==> src/rtl/cfu_cmd_queue.sv <==
// cfu_cmd_queue: in-order command FIFO between the CPU command port and the CFU core.
// Define CFU_CMDQ_BYPASS_EN to let a command pass straight through an empty queue with zero latency.

module cfu_cmd_queue #(
    parameter int DEPTH = 4
) (
    input  logic                     clk,
    input  logic                     reset,
    input  logic                     flush,

    input  logic                     s_cmd_valid,
    output logic                     s_cmd_ready,
    input  logic [9:0]               s_cmd_payload_function_id,
    input  logic [31:0]              s_cmd_payload_inputs_0,
    input  logic [31:0]              s_cmd_payload_inputs_1,

    output logic                     m_cmd_valid,
    input  logic                     m_cmd_ready,
    output logic [9:0]               m_cmd_payload_function_id,
    output logic [31:0]              m_cmd_payload_inputs_0,
    output logic [31:0]              m_cmd_payload_inputs_1,

    output logic [$clog2(DEPTH):0]   level
);

    localparam int AW = $clog2(DEPTH);

    typedef struct packed {
        logic [9:0]  function_id;
        logic [31:0] inputs_0;
        logic [31:0] inputs_1;
    } cmd_t;

    logic [AW-1:0] wr_ptr_q, wr_ptr_d;
    logic [AW-1:0] rd_ptr_q, rd_ptr_d;
    logic [AW:0]   count_q, count_d;
    cmd_t          mem_q [DEPTH];

    cmd_t s_entry;
    cmd_t head_entry;
    cmd_t out_entry;
    logic empty;
    logic full;
    logic push;
    logic wr_en;
    logic rd_en;

    assign s_entry    = {s_cmd_payload_function_id, s_cmd_payload_inputs_0, s_cmd_payload_inputs_1};
    assign head_entry = mem_q[rd_ptr_q];

    assign empty = (count_q == '0);
    assign full  = (count_q == (AW+1)'(DEPTH));

    // Ready depends only on state and flush, never on m_cmd_ready: no ready->ready path.
    assign s_cmd_ready = ~full & ~flush;
    assign push        = s_cmd_valid & s_cmd_ready;
    assign rd_en       = ~empty & m_cmd_ready;

`ifdef CFU_CMDQ_BYPASS_EN
    logic bypass;

    assign bypass      = empty & s_cmd_valid & ~flush;
    assign m_cmd_valid = ~empty | bypass;
    assign out_entry   = bypass ? s_entry : head_entry;
    // A bypassed command the core takes in the same cycle never touches the array.
    assign wr_en       = push & ~(bypass & m_cmd_ready);
`else
    assign m_cmd_valid = ~empty;
    assign out_entry   = head_entry;
    assign wr_en       = push;
`endif

    assign m_cmd_payload_function_id = out_entry.function_id;
    assign m_cmd_payload_inputs_0    = out_entry.inputs_0;
    assign m_cmd_payload_inputs_1    = out_entry.inputs_1;
    assign level                     = count_q;

    always_comb begin
        // NOTE: every _d gets a default first so no path through this block can infer a latch.
        wr_ptr_d = wr_ptr_q;
        rd_ptr_d = rd_ptr_q;
        count_d  = count_q;

        if (wr_en) begin
            wr_ptr_d = wr_ptr_q + 1'b1;
        end
        if (rd_en) begin
            rd_ptr_d = rd_ptr_q + 1'b1;
        end

        unique case ({wr_en, rd_en})
            2'b10:   count_d = count_q + 1'b1;
            2'b01:   count_d = count_q - 1'b1;
            default: count_d = count_q;
        endcase

        if (flush) begin
            wr_ptr_d = '0;
            rd_ptr_d = '0;
            count_d  = '0;
        end
    end

    // NOTE: sequential state uses non-blocking assignments so every flop samples pre-edge values.
    always_ff @(posedge clk) begin
        if (reset) begin
            wr_ptr_q <= '0;
            rd_ptr_q <= '0;
            count_q  <= '0;
        end else begin
            wr_ptr_q <= wr_ptr_d;
            rd_ptr_q <= rd_ptr_d;
            count_q  <= count_d;
        end
    end

    // NOTE: the array is deliberately not reset; count gates its visibility, so stale data is harmless.
    always_ff @(posedge clk) begin
        if (wr_en) begin
            mem_q[wr_ptr_q] <= s_entry;
        end
    end

endmodule

==> config.mk <==
export PLATFORM = sky130hd
export DESIGN_NAME = cfu_cmd_queue
export DESIGN_NICKNAME = d
export VERILOG_FILES = /design/src/rtl/cfu_cmd_queue.sv
export SDC_FILE = /design/constraint.sdc
export NUM_CORES = 1
export LEC_CHECK = 0
export ABC_AREA = 1
export CORE_MARGIN = 2
export CORE_UTILIZATION = 35
export DETAILED_ROUTE_END_ITERATION = 10
export GPL_ROUTABILITY_DRIVEN = 0
export GPL_TIMING_DRIVEN = 0
export HOLD_SLACK_MARGIN = 0.15
export PLACE_DENSITY = 0.64
export SETUP_SLACK_MARGIN = 0.4
export SLEW_MARGIN = 0
export SYNTH_ARGS = -nofsm -noshare
export SYNTH_HDL_FRONTEND = slang
export SYNTH_SLANG_ARGS = --single-unit
export TNS_END_PERCENT = 20
==> constraint.sdc <==
create_clock -name clk -period 12.25 [get_ports clk]
set_input_delay 3.675 -clock clk [delete_from_list [all_inputs] [get_ports clk]]
set_output_delay 3.675 -clock clk [all_outputs]
set_load 0.01 [all_outputs]
Yosys cells after proc, flatten, opt, wreduce, memory -nomap -nowiden:

Memories as Yosys holds them, arrays and structs flattened. A register that Yosys moved wholly into a read port is not among the register bits.
Index checks and enable logic that the tools add are counted.

* flip-flop bits (word level): 7
* memory bits (writable): 296
* input bits: 79
* output and inout bits: 79
* logic and storage cells: 25
* memories kept: 1

* $add $sub $neg: 4
* eq/ne operators: 3
* mux-type cells: 5
* bitwise logic cells: 6
* reduce and logical (&&, ||, !) cells: 3

Memories
* mem_q: depth 4, bits a word 74, rd ports 1, clocked after Yosys merged registers in 1, wr ports 1, line 37 `cmd_t mem_q [DEPTH];`

Operators with widths (number)
* 3-bit one-hot mux with 2 select lines: 1
* 2-bit by 1-bit adder with 2-bit output, second input constant: 2
* 2-bit 2-to-1 mux: 2
* 3-bit by 1-bit adder with 3-bit output, second input constant: 1
* 1-bit bitwise AND: 3
* 3-bit equality test, second input constant: 1
* 3-bit logical NOT: 1
* 1-bit inverter: 3
* 3-bit by 1-bit subtractor with 3-bit output, second input constant: 1
* 2-bit by 1-bit equality test with 1-bit output, second input constant: 1
* 2-bit equality test, second input constant: 1
* 1-bit 2-to-1 mux: 2
* 2-bit nonzero test: 1
* 2-bit OR reduction: 1

Longest topological paths before layout:

* word-level depth: 6
* gate-level depth with buffers: 13
* gate-level depth less buffers: 13

Worst setup path before layout:

Ideal clock, no wire load.

* path type: input-to-reg
* start point: in flush
* end point: mem mem_q[0][0] (netlist bit) (enable)
* setup time: 507 ps
* arrival: 7061 ps
* required time: 11743 ps
* slack: 4682 ps
* cell stages on the path: 3
* buffers on the path: 0
* cell sequence: inv_1 nand3_1 nor2_1

* cells in the longest elaborated chain, start to end: 5

RTL lines
* from (decl): line 9 `input logic flush,`
* 1-bit inverter: line 55 `assign s_cmd_ready = ~full & ~flush;`
* 1-bit bitwise AND: line 55
* 1-bit bitwise AND: line 56 `assign push = s_cmd_valid & s_cmd_ready;`
* 1-bit 2-to-1 mux: line 119 `if (wr_en) begin`
* 1-bit 2-to-1 mux (not written as such): line 120 `mem_q[wr_ptr_q] <= s_entry;`
* to (decl): line 37

Every way passes these cells.

Worst setup path after layout:

* start point: in flush
* end point: out s_cmd_ready

* cells in the longest elaborated chain, start to end: 2

RTL lines
* 1-bit inverter: line 55
* 1-bit bitwise AND: line 55
* to (decl): line 12 `output logic s_cmd_ready,`

Every way passes these cells.

==> out/metrics.cfg <==
[status]
status=finished, final reports clean

[timing]
min_period_ns=8.464
tns_ns=0
tightest_slew_ns=0.8203
drv_slew=0
hold-worst-slack_ns=0.5176
slew_headroom=0.4519
finalHoldViolCount=0
layout_setup_ws_ns=3.786
period_share=0.6910
setup_viol=0
fmax_mhz=118.1
clock-skew-final_ns=0.006468
grt_setup_unrepaired=false

[setup_path]
worst_r2r_endpoint=mem_q[3][29]
critical_path_class=in2out
path_buf_inv=2
cp_common_cell=clkdlybuf4s50_1
worstPathRequired_ns=8.57
crit_fanout=3
arrival_ns=4.79
crit_chain=clkdlybuf4s50_1 > a21oi_1 > clkdlybuf4s50_1
startpoint_type=input pin
r2r_slack_ns=9.76
slowest_delay_ns=0.55
end_kind=output port
reg2reg_from=level[0]
setup.worst_path.end=s_cmd_ready
path_delay_family=buffers and inverters
path_depth=3
reg2reg_depth=6
cp_slowest_cell=clkdlybuf4s50_1
crit_start=flush

[die]
die_height_um=185.0
core_um2=32370
initial_core_util=0.3544
io_pins=158
fp-row-count=66
dieArea_um2=34240
die_w_um=185.0

[layout]
final_common_cell=edfxtp_1
final_core_util=0.4586
stdcell_count=1458
nets=1077
ff_latch_area_um2=9069
drive_gt1_frac=0.08571
fill_cells=2882
area_delta_synth_final_pct=29.42
multiInputGateArea_um2=2042
final_cell_mix=edfxtp_1, nor2_1, clkdlybuf4s50_1
final_area_um2=14850

[grt]
track_usage=0.1536
grt_overflow=0
antenna_found_initial=1
grt_pass1_vias=7172
grt_max_degree=29
grt_first_pass_wirelength_um=40130

[drt]
drt_iter0_markers=407
wl_per_cell_um=18.20
dr.pass1.iters=5
top_layer_used=met4
drc=0
wl_met1_um=11890
dr_wl_met3_um=1435
wl_met2_um=12740
vias=7011
ant_nets=0
drt_wl_total_um=26540
vias_per_cell=4.809

[cts]
cts_tree=yes
htree_num_levels=1
cts-root-buf=clkbuf_16
holdBufCountCts=0
clock_latency_ns=0.54
clock_path_buffers=3
numCtsBuffers=31
clkSinkCount=305
clk_pin_slew_ns=0.06
cts_setup_buffers=0
cts_resized=0

[synthesis]
synth_top_family_by_area=compound AO/OA/AOI/OAI gates
yosys_warnings=0
synth-compound-area-share=0.1075
yosysUniqueCellTypes=19
synthXorXnorAreaFrac=0
synthCells=792
ys_ff_latch=305
synth_area_per_cell_um2=14.48
syn_area_um2=11470
synth_fa_ha_area_frac=0.007199
yosys.area_share.simple=0.06065
synthMuxAreaShare=0
synth_seq_area_share=0.7906
syn_nets=877

[placement]
dpl.hpwl_um=16780
place_area_um2=13850
dp.cells=1401
numPortBuffers=157
dp_slack_ns=3.798

[pwr]
powerDensity_nw_per_um2=149.1
irDropWorstVdd_mv=0.1077
p_total_mw=2.213
p_leak_nw=4.942

[worst_hold_path]
hold_path.class=reg2reg

[job]
drv_cap=0

-- final cells by class --
cell class | count | share of cell area
buffer | 48 | 0.02056
sequential | 305 | 0.6109
clock inverter | 23 | 0.01424
inverter | 22 | 0.005731
antenna | 1 | 0.0001686
multi-input combinational | 417 | 0.1375
clock buffer | 33 | 0.05276
tap | 442 | 0.03725
timing repair buffer | 167 | 0.1209
-- registers in the layout, indices dropped and copies added, names as in the netlist, named ones only --
signal	flops
level	3
mem_q	296
rd_ptr_q	2
wr_ptr_q	2
-- how the worst min path moves through the flow --
stage / from / end / cells past startpoint
after floorplan: rd_ptr_q[1] / register / 2
after global placement: rd_ptr_q[1] / rd_ptr_q[1] / 2
after detailed placement: rd_ptr_q[1] / rd_ptr_q[1] / 2
after CTS: rd_ptr_q[1] / rd_ptr_q[1] / 2
after global routing: rd_ptr_q[1] / register / 2
final: level[0] / level[0] / 2
-- routing by layer --
metal | vias up | track usage
li1 | 3359 | -
met1 | 3414 | 0.2051
met2 | 202 | 0.2613
met3 | 36 | 0.02615
met4 | 0 | 0.03873
met5 | - | 0
-- tightest hold or removal path, delay by kind of cell, from the launching register on --
kind,cells,cell delay (ns)
flops,1,0.34
simple gates,1,0.07
compound gates,1,0.05
-- kinds of logic (layout without fill, tap and decap cells) --
family | after synthesis | in the layout
other cells | 0 | 1
compound gates | 228 | 228
flops | 305 | 305
fa+ha+maj | 6 | 6
simple gates | 183 | 183
buf+inv | 70 | 293
-- synthesized netlist by cell type (all sizes together) --
cell / number / area, µm²
clkbuf: 22 / 85.08
dfxtp: 9 / 180.2
nor2: 161 / 604.3
o21ai: 150 / 750.7
o22ai: 74 / 462.9
ha: 5 / 62.56
fa: 1 / 20.02
nand4: 2 / 12.51
a21oi: 4 / 20.02
buf: 26 / 220.2
nand3: 3 / 15.01
inv: 22 / 85.09
nand2: 17 / 63.81
edfxtp: 296 / 8889
-- where the power goes --
part           total [mW]  leakage (nW)  switching [mW]  internal [mW]
clock               0.915         0.485           0.372          0.542
sequential           1.17          2.76         0.00425           1.16
combinational       0.131          1.70          0.0658         0.0651
(Power assumes the default switching activity.)
